<file path="config.mk">
export PLATFORM = sky130hd
export DESIGN_NAME = alu_cmd_sequencer_flat
export DESIGN_NICKNAME = d
export VERILOG_FILES = /design/src/rtl/alu_cmd_sequencer_if.sv /design/src/rtl/alu_cmd_sequencer.sv /design/src/flat_wrapper.sv
export SDC_FILE = /design/constraint.sdc
export NUM_CORES = 1
export LEC_CHECK = 0
export ABC_AREA = 0
export CAP_MARGIN = 20
export CORE_ASPECT_RATIO = 0.6
export CORE_MARGIN = 2
export CORE_UTILIZATION = 49
export DETAILED_ROUTE_END_ITERATION = 7
export GPL_TIMING_DRIVEN = 0
export PLACE_DENSITY = 0.84
export REMOVE_ABC_BUFFERS = 1
export SLEW_MARGIN = 20
export SYNTH_ARGS = -nofsm -noshare
export SYNTH_HDL_FRONTEND = slang
export SYNTH_SLANG_ARGS = --single-unit
</file>
<file path="constraint.sdc">
create_clock -name clk -period 3.35 [get_ports clk]
set_input_delay 0.67 -clock clk [delete_from_list [all_inputs] [get_ports clk]]
set_output_delay 0.67 -clock clk [all_outputs]
set_load 0.005 [all_outputs]
</file>
<file path="src/rtl/alu_cmd_sequencer_if.sv">
// Byte-serial command channel and result channel between the input bus and the ALU sequencer.
// The sequencer takes the slave side; whoever feeds commands and consumes results takes the master side.
interface alu_cmd_sequencer_if #(
    parameter int WIDTH = 8
);
    logic [WIDTH-1:0] in_data;
    logic             in_valid;
    logic             in_ready;
    logic [WIDTH-1:0] out_data;
    logic             out_valid;
    logic             out_ready;

    modport master (
        output in_data,
        output in_valid,
        input  in_ready,
        input  out_data,
        input  out_valid,
        output out_ready
    );

    modport slave (
        input  in_data,
        input  in_valid,
        output in_ready,
        output out_data,
        output out_valid,
        input  out_ready
    );
endinterface

</file>
<file path="src/rtl/alu_cmd_sequencer.sv">
// Sequences opcode/A/B command bytes onto the registered inputs of a combinational ALU,
// waits ALU_LAT cycles, and hands the sampled result back over a valid/ready channel.
module alu_cmd_sequencer #(
    parameter int WIDTH   = 8,
    parameter int SEL_W   = 2,
    parameter int ALU_LAT = 1
) (
    input  logic              clk,
    input  logic              rst,
    alu_cmd_sequencer_if.slave bus,
    output logic [WIDTH-1:0]  alu_a,
    output logic [WIDTH-1:0]  alu_b,
    output logic [SEL_W-1:0]  alu_s,
    input  logic [WIDTH-1:0]  alu_result,
    output logic              busy,
    output logic [7:0]        op_count
);
    typedef enum logic [2:0] {
        GET_OP,
        GET_A,
        GET_B,
        EXEC,
        RESP
    } state_t;

    localparam logic [3:0] LAT_LOAD = 4'(ALU_LAT - 1);

    state_t           state;
    state_t           state_next;
    logic [3:0]       lat_cnt;
    logic [WIDTH-1:0] out_data_r;
    logic             in_ready_c;
    logic             out_valid_c;
    logic             load_s;
    logic             load_a;
    logic             load_b;
    logic             load_cnt;
    logic             capture;
    logic             retire;

    assign bus.in_ready  = in_ready_c;
    assign bus.out_valid = out_valid_c;
    assign bus.out_data  = out_data_r;

    always_ff @(posedge clk) begin
        if (rst) begin
            state <= GET_OP;
        end else begin
            state <= state_next;
        end
    end

    // Operand, select and result registers only move on their own load strobes.
    always_ff @(posedge clk) begin
        if (rst) begin
            alu_a      <= '0;
            alu_b      <= '0;
            alu_s      <= '0;
            out_data_r <= '0;
            op_count   <= '0;
            lat_cnt    <= '0;
        end else begin
            if (load_s) alu_s <= bus.in_data[SEL_W-1:0];
            if (load_a) alu_a <= bus.in_data;
            if (load_b) alu_b <= bus.in_data;
            if (load_cnt) begin
                lat_cnt <= LAT_LOAD;
            end else if (state == EXEC && lat_cnt != 4'd0) begin
                lat_cnt <= lat_cnt - 4'd1;
            end
            if (capture) out_data_r <= alu_result;
            if (retire)  op_count   <= op_count + 8'd1;
        end
    end

    always_comb begin
        state_next  = state;
        in_ready_c  = 1'b0;
        out_valid_c = 1'b0;
        busy        = 1'b1;
        load_s      = 1'b0;
        load_a      = 1'b0;
        load_b      = 1'b0;
        load_cnt    = 1'b0;
        capture     = 1'b0;
        retire      = 1'b0;
        case (state)
            GET_OP: begin
                in_ready_c = 1'b1;
                busy       = 1'b0;
                if (bus.in_valid) begin
                    load_s = 1'b1;
                    // Loading here serves the reuse path; a full command reloads on B.
                    load_cnt   = 1'b1;
                    state_next = bus.in_data[WIDTH-1] ? EXEC : GET_A;
                end
            end
            GET_A: begin
                in_ready_c = 1'b1;
                if (bus.in_valid) begin
                    load_a     = 1'b1;
                    state_next = GET_B;
                end
            end
            GET_B: begin
                in_ready_c = 1'b1;
                if (bus.in_valid) begin
                    load_b     = 1'b1;
                    load_cnt   = 1'b1;
                    state_next = EXEC;
                end
            end
            EXEC: begin
                if (lat_cnt == 4'd0) begin
                    capture    = 1'b1;
                    state_next = RESP;
                end
            end
            RESP: begin
                out_valid_c = 1'b1;
                if (bus.out_ready) begin
                    retire     = 1'b1;
                    state_next = GET_OP;
                end
            end
            default: state_next = GET_OP;
        endcase
    end
endmodule
</file>
<file path="src/flat_wrapper.sv">
// flat-port wrapper written by rule: the top's interface ports become plain ports
module alu_cmd_sequencer_flat 
#(
    parameter int WIDTH   = 8,
    parameter int SEL_W   = 2,
    parameter int ALU_LAT = 1
)
  (clk, rst, alu_a, alu_b, alu_s, alu_result, busy, op_count, bus_in_data, bus_in_valid, bus_in_ready, bus_out_data, bus_out_valid, bus_out_ready);
  alu_cmd_sequencer_if #(.WIDTH(WIDTH)) bus_i ();
  input  logic clk;
  input  logic rst;
  output logic [WIDTH-1:0] alu_a;
  output logic [WIDTH-1:0] alu_b;
  output logic [SEL_W-1:0] alu_s;
  input  logic [WIDTH-1:0] alu_result;
  output logic busy;
  output logic [7:0] op_count;
  input wire logic [$bits(bus_i.in_data)-1:0] bus_in_data;
  input wire logic [$bits(bus_i.in_valid)-1:0] bus_in_valid;
  output wire logic [$bits(bus_i.in_ready)-1:0] bus_in_ready;
  output wire logic [$bits(bus_i.out_data)-1:0] bus_out_data;
  output wire logic [$bits(bus_i.out_valid)-1:0] bus_out_valid;
  input wire logic [$bits(bus_i.out_ready)-1:0] bus_out_ready;
  assign bus_i.in_data = bus_in_data;
  assign bus_i.in_valid = bus_in_valid;
  assign bus_in_ready = bus_i.in_ready;
  assign bus_out_data = bus_i.out_data;
  assign bus_out_valid = bus_i.out_valid;
  assign bus_i.out_ready = bus_out_ready;
  alu_cmd_sequencer #(.WIDTH(WIDTH), .SEL_W(SEL_W), .ALU_LAT(ALU_LAT)) u_core (.clk(clk), .rst(rst), .bus(bus_i), .alu_a(alu_a), .alu_b(alu_b), .alu_s(alu_s), .alu_result(alu_result), .busy(busy), .op_count(op_count));
endmodule
</file>
==> flow_summary.rst, run 1 <==
.. list-table::
   :header-rows: 1

   * - Metric
     - Value
   * - Final-layout setup total negative slack
     - 0 ns
   * - Dpl ws
     - 0.913 ns
   * - Count of port buffers added during placement
     - 56
   * - Global-route wire length before repair
     - 6.49 mm
   * - Final Hold Slack
     - 0.475 ns
   * - Main area contributors after synthesis
     - sky130_fd_sc_hd__dfxtp_1, sky130_fd_sc_hd__mux2i_1, sky130_fd_sc_hd__a21oi_1
   * - Slew HR
     - 0.523
   * - Cts bufs inserted
     - 5
   * - Growth of design area from synthesis to finish
     - 36.9%
   * - DIE HEIGHT
     - 50.4 um
   * - Destination of the worst hold path
     - u_core.bus.out_data[3]
   * - Count of hold-fix buffers inserted at cts
     - 0
   * - Maxcap violations
     - 0
   * - Delay of the slowest cell on the worst path
     - 0.61 ns
   * - Initial Utilization
     - 0.527
   * - Vias
     - 1554
   * - Area enclosed by the die boundary
     - 4110 um^2
   * - Depth of the worst register-to-register path
     - 3
   * - Area after DPL
     - 2310 um^2
   * - Area of the mapped netlist
     - 1760 um^2
   * - Maximum number of pins on one net before global-route repair
     - 39
   * - Floorplan row count
     - 16
   * - Async set-or-reset flop fraction in the synthesized netlist
     - 0
   * - Number of antenna diodes
     - 0
   * - Worst min-delay path class
     - flip-flop to flip-flop
   * - Yosys Warn Count
     - 0
   * - Sequential fraction of the synthesis area
     - 0.466
   * - Core area
     - 3340 um^2
   * - Synthesis-stage register bit count
     - 41
   * - Drt first-iter violations
     - 118
   * - Highest-delay cell along the critical path
     - sky130_fd_sc_hd__dfxtp_1
   * - I/O pins
     - 57
   * - Via density per instance
     - 5.45
   * - Die boundary width
     - 81.4 um
   * - Final number of hold-violating endpoints
     - 0
   * - Clock network latency to the later pin of the worst-skew pair
     - 0.30 ns
   * - RSZ-0062 raised after global routing
     - no
   * - Maximum level of the CTS H-tree
     - 2
   * - Reg2Reg Setup Slack
     - 1.57 ns
   * - Clock tree root driver cell
     - sky130_fd_sc_hd__clkbuf_8
   * - Wire per inst
     - 14.2 um
   * - CTS tree
     - built
   * - Via count of the first global-routing pass
     - 1409
   * - Final non-filler cell total
     - 285
   * - Startpoint types
     - flip-flop
   * - Highest ir drop seen on vdd
     - 308 uV
   * - Layout cell share with drive strength beyond 1
     - 0.0583
   * - Top achievable clock speed
     - 0.411 GHz
   * - Minimum period implied by the final worst setup slack
     - 2.43 ns
   * - Number of nets in the layout
     - 261
   * - Worst hold path startpoint
     - u_core.bus.out_data[3]
   * - Post CTS Setup Buffer Count
     - 0
   * - Biggest area consumer among synthesized cells
     - sky130_fd_sc_hd__dfxtp_1
   * - Setup clock skew after layout
     - 0.00344 ns
   * - Clock Path Buffers
     - 2
   * - Count of cells resized by post-cts repair
     - 0
   * - CP arrival
     - 1.76 ns
   * - Kind of end point of the critical path
     - output pin
   * - Clock-pin transition on the worst setup and hold timing paths
     - 0.07 ns
   * - Gate count of the mapped netlist
     - 190
   * - Required time of the critical path
     - 2.68 ns
   * - Number of setup violations in the final report
     - 0
   * - Number of remaining DRC errors
     - 0
   * - Cell-by-cell listing of the critical path
     - inv_1 > nor3_1 > clkdlybuf4s50_1
   * - Commonest non-fill, non-tap cells in the layout
     - sky130_fd_sc_hd__clkdlybuf4s50_1, sky130_fd_sc_hd__dfxtp_1, sky130_fd_sc_hd__nor2_1
   * - Reg2reg start
     - u_core.state[0]
   * - Global placer's final weighted congestion
     - 0.712
   * - Count of distinct cell types in the synthesized netlist
     - 37
   * - Worst hold path depth
     - 2
   * - TritonRoute pass-1 iters
     - 5
   * - Run status
     - completed
   * - Count of final max-slew check failures
     - 0
   * - Average cell area after synthesis
     - 9.27 um^2
   * - Final HPWL from detailed placement
     - 2.75 mm
   * - Total Routing Usage GR
     - 0.214
   * - Setup CP Type
     - flip-flop to output pin
   * - Dominant register cell in the synthesized netlist
     - sky130_fd_sc_hd__dfxtp_1
   * - Fill cell instance count of the final layout
     - 264
   * - Post-synth top area share
     - 0.466
   * - Worst R2R End
     - u_core.lat_cnt[2]
   * - Final worst-path setup slack
     - 0.916 ns
   * - Crit share post-route
     - 0.726
   * - Most common library cell in the layout ignoring fill and taps
     - sky130_fd_sc_hd__clkdlybuf4s50_1
   * - Post-Place Cells
     - 277
   * - Crit path max fanout
     - 12
   * - Leftover overflow at the end of global routing
     - 0
   * - EDFF count, synth
     - 0
   * - Antenna violations before repair
     - 0
   * - ANT nets after route
     - 0
   * - Clock Sinks
     - 41
   * - Power density over cell area
     - 405 nW/um^2
   * - Total length of routed wires
     - 4.03 mm
   * - Pleak
     - 0.000817 uW
   * - Final std cell area, no fill
     - 2410 um^2
   * - Worst Tran Pin Value
     - 0.715 ns
[metal layers]
metal | track usage | share of wire | vias to the layer above
met3 | 0.110 | 0.086 | 7
li1 | - | - | 775
met1 | 0.286 | 0.48 | 732
met4 | 0.0819 | 0.014 | 0
met2 | 0.290 | 0.42 | 40
met5 | 0 | 0 | -
[through the flow]
stage               power (uW)   util
floorplan                  563      -
global placement           630  0.688
detailed placement         633  0.691
CTS                        983  0.721
global route              1020  0.721
finish                     976  0.721
[report_power, final]
part / switching (uW) / total, uW / internal (uW)
Combinational: 42.1 / 107 / 65.3
Sequential: 14.4 / 515 / 500
Clock: 168 / 354 / 186
[flip-flops by register name, indices dropped and copies added, names as in the netlist]
register and count:
u_core.alu_b 8, u_core.alu_s 2, u_core.state 3, u_core.op_count 8, u_core.bus.out_data 8, u_core.alu_a 8
u_core.lat_cnt 4
[critical path, delay by kind of cell (launching register included)]
kind | cells | cell delay, ns
buf+inv | 2 | 0.66
flops | 1 | 0.61
simple gates | 1 | 0.19
[cell type report]
cell class	instances	area, um^2	area share
clock inverter	1	5.00	0.00208
clock buffer	7	96.3	0.0400
timing repair buffer	56	556	0.230
tap	45	56.3	0.0234
inverter	7	26.3	0.0109
multi-input combinational	128	851	0.353
sequential	41	821	0.340
[synth_stat cells (2+ instances only)]
library cell               count
sky130_fd_sc_hd__a21oi_1      20
sky130_fd_sc_hd__buf_2         3
sky130_fd_sc_hd__buf_4         2
sky130_fd_sc_hd__buf_6         2
sky130_fd_sc_hd__clkbuf_1      6
sky130_fd_sc_hd__dfxtp_1      41
sky130_fd_sc_hd__ha_1          2
sky130_fd_sc_hd__inv_1         7
sky130_fd_sc_hd__mux2i_1      19
sky130_fd_sc_hd__nand2_1       3
sky130_fd_sc_hd__nand3_1      12
sky130_fd_sc_hd__nand4_1       2
sky130_fd_sc_hd__nor2_1       22
sky130_fd_sc_hd__nor3_1        4
sky130_fd_sc_hd__o21ai_0      15
sky130_fd_sc_hd__o31ai_1       3
sky130_fd_sc_hd__or3_1         4
sky130_fd_sc_hd__or4_1         4
[worst max-delay path by stage]
stage                     from               to  slack [ns]  cells past startpoint
2_1_floorplan     bus_in_valid  u_core.alu_b[0]        1.02                      3
3_3_place_gp      bus_in_valid  u_core.alu_b[2]       -0.06                      4
3_5_place_dp      bus_in_valid  u_core.alu_b[3]        0.91                      4
4_1_cts        u_core.state[2]    bus_out_valid        0.89                      3
5_1_grt        u_core.state[2]    bus_out_valid        0.76                      3
6_report       u_core.state[2]    bus_out_valid        0.92                      3
[cells by family after synthesis]
group	synth area share
compound gates	0.136
buf+inv	0.0597
xor+xnor	0.00497
mux	0.108
simple gates	0.212
flops	0.466
fa+ha+maj	0.0142
(Power assumes the default switching activity.)
==> run 2, diff against run 1 <==
--- a/config.mk
+++ b/config.mk
@@ -9,10 +9,10 @@
 export CAP_MARGIN = 20
 export CORE_ASPECT_RATIO = 0.6
 export CORE_MARGIN = 2
-export CORE_UTILIZATION = 49
+export CORE_UTILIZATION = 41
 export DETAILED_ROUTE_END_ITERATION = 7
 export GPL_TIMING_DRIVEN = 0
-export PLACE_DENSITY = 0.84
+export PLACE_DENSITY = 0.75
 export REMOVE_ABC_BUFFERS = 1
 export SLEW_MARGIN = 20
 export SYNTH_ARGS = -nofsm -noshare
==> constraint.sdc (replaced) <==
create_clock -name clk -period 2.15 [get_ports clk]
set_input_delay 0.43 -clock clk [delete_from_list [all_inputs] [get_ports clk]]
set_output_delay 0.43 -clock clk [all_outputs]
set_load 0.005 [all_outputs]
==> flow_summary.rst, run 2 (synthesized netlist as in run 1, its figures left out) <==
.. list-table::
   :header-rows: 1

   * - Metric
     - Value
   * - Run status
     - completed
   * - I/O pins
     - 57 (unchanged)
   * - Growth of design area from synthesis to finish
     - 38.3%
   * - Cts bufs inserted
     - 5 (unchanged)
   * - Global placer's final weighted congestion
     - 0.783 (+10%)
   * - Post-Place Cells
     - 292 (+5.4%)
   * - Clock network latency to the later pin of the worst-skew pair
     - 0.29 ns (about the same)
   * - DIE HEIGHT
     - 54.8 um (+8.6%)
   * - Count of hold-fix buffers inserted at cts
     - 0 (unchanged)
   * - TritonRoute pass-1 iters
     - 4 (-1)
   * - Final non-filler cell total
     - 299 (+4.9%)
   * - Worst Path Buf+Inv
     - 1 (-1)
   * - Power density over cell area
     - 640 nW/um^2 (+58%)
   * - Number of setup violations in the final report
     - 0 (unchanged)
   * - Total Power Consumption
     - 1560 uW (+60%)
   * - Crit path max fanout
     - 14 (+2)
   * - Layout cell share with drive strength beyond 1
     - 0.0586 (+0.000244)
   * - Top achievable clock speed
     - 0.488 GHz
   * - Delay of the slowest cell on the worst path
     - 0.63 ns (+0.02 ns)
   * - Startpoint types
     - flip-flop
   * - CP arrival
     - 1.62 ns (-0.14 ns)
   * - Clock Sinks
     - 41 (unchanged)
   * - Setup clock skew after layout
     - 0.00515 ns (+0.00170 ns)
   * - Most common library cell in the layout ignoring fill and taps
     - sky130_fd_sc_hd__clkdlybuf4s50_1
   * - Vias
     - 1574 (+1.3%)
   * - Setup CP Type
     - flip-flop to output pin
   * - Count of port buffers added during placement
     - 56 (unchanged)
   * - Crit share post-route
     - 0.953
   * - Number of antenna diodes
     - 0 (unchanged)
   * - Total length of routed wires
     - 4.03 mm (about the same)
   * - Worst Tran Pin Value
     - 0.722 ns (+0.00744 ns)
   * - Floorplan row count
     - 18 (+2)
   * - Via density per instance
     - 5.26 (-3.5%)
   * - Via count of the first global-routing pass
     - 1455 (+3.3%)
   * - Final HPWL from detailed placement
     - 2.79 mm (+1.4%)
   * - CTS tree
     - built
   * - Final number of hold-violating endpoints
     - 0 (unchanged)
   * - Maximum level of the CTS H-tree
     - 2 (unchanged)
   * - Cell-by-cell listing of the critical path
     - or3_1 > clkdlybuf4s50_1
   * - Cell type group with the largest total delay on the critical path
     - flip-flops
   * - Count of final max-slew check failures
     - 0 (unchanged)
   * - Global-route wire length before repair
     - 6.52 mm (+0.43%)
   * - Minimum period implied by the final worst setup slack
     - 2.05 ns
   * - Post CTS Setup Buffer Count
     - 0 (unchanged)
   * - Clock-pin transition on the worst setup and hold timing paths
     - 0.08 ns (about the same)
   * - ANT nets after route
     - 0 (unchanged)
   * - Highest ir drop seen on vdd
     - 401 uV (+30%)
   * - Clock tree root driver cell
     - sky130_fd_sc_hd__clkbuf_8
   * - Clock Path Buffers
     - 2 (unchanged)
   * - Kind of end point of the critical path
     - output pin
   * - Number of remaining DRC errors
     - 0 (unchanged)
   * - Die boundary width
     - 88.6 um (+8.9%)
   * - Area enclosed by the die boundary
     - 4850 um^2 (+18%)
   * - RSZ-0062 raised after global routing
     - no
   * - Number of nets in the layout
     - 261 (unchanged)
   * - Antenna violations before repair
     - 0 (unchanged)
   * - Leftover overflow at the end of global routing
     - 0 (unchanged)
   * - Maxcap violations
     - 0 (unchanged)
   * - Total Routing Usage GR
     - 0.176 (-0.0375)
   * - Maximum number of pins on one net before global-route repair
     - 39 (unchanged)
   * - Core area
     - 4120 um^2 (+23%)
   * - Worst min-delay path class
     - flip-flop to flip-flop
   * - Commonest non-fill, non-tap cells in the layout
     - sky130_fd_sc_hd__clkdlybuf4s50_1, sky130_fd_sc_hd__dfxtp_1, sky130_fd_sc_hd__nor2_1
   * - Slew HR
     - 0.518 (-0.00497)
   * - Initial Utilization
     - 0.427 (-0.0995)
   * - Drt first-iter violations
     - 81 (-31%)
   * - Required time of the critical path
     - 1.72 ns (-0.96 ns)
   * - Highest-delay cell along the critical path
     - sky130_fd_sc_hd__dfxtp_1
   * - Pleak
     - 0.000817 uW (about the same)
   * - Wire per inst
     - 13.5 um (-4.8%)
[run 2: cell count changes in the layout (fill, tap and decap cells not counted), sizes merged]
cell | previous run | this run
bufinv | 0 | 1
clkbuf | 7 | 5
[run 2: repair_timing]
item / 4_1_cts / 5_1_grt
gates resized for setup: 1 / 1
setup endpoints to repair: 1 / 1
pin swaps: 0 / 0
[run 2: cell type report]
class                   count  area [um^2]
flip-flops and latches     41          825
well taps                  60         75.1
fillers                   368         1690
repair buffers             56          556
clock buffers               5         68.8
inverters                   7         26.3
clock inverters             2         35.0
multi-input cells         128          851
[run 2: metal layers]
layer / share of wire / routed length (um) / track usage / vias to the layer above
li1: - / - / - / 779
met4: 0.0060 / 24 / 0.0657 / 0
met3: 0.061 / 247 / 0.0633 / 5
met5: 0 / 0 / 0 / -
met1: 0.51 / 2050 / 0.228 / 745
met2: 0.42 / 1710 / 0.272 / 45
[run 2: final timing paths]
kind                          startpoint                     end  slack (ns)  depth (start not counted)
setup / recovery         u_core.state[0]                    busy        0.10                          2
setup reg to reg         u_core.state[0]       u_core.lat_cnt[2]        0.35                          3
hold / removal    u_core.bus.out_data[0]  u_core.bus.out_data[0]        0.48                          2
hold reg to reg   u_core.bus.out_data[0]  u_core.bus.out_data[0]        0.48                          2
[run 2: worst min-delay path, delay by kind of cell (launching register included)]
family / cells / cell delay (ns)
flops: 1 / 0.31
compound gates: 2 / 0.12
[run 2: power by group]
part / switching [uW] / internal [uW]
sequential: 22.5 / 779
combinational: 65.3 / 102
clock: 253 / 337
[run 2: through the flow]
step	instance area [um^2]	setup TNS [ns]	worst slack, ns	hold WS, ns	utilization
floorplan	1680	0	0.0205	0.462	-
global placement	2320	-8.80	-1.01	0.460	0.563
detailed placement	2330	-0.225	-0.0397	0.469	0.565
CTS	2430	0	0.0902	0.480	0.590
global route	2440	0	0.00515	0.497	0.591
finish	2440	0	0.101	0.482	0.591
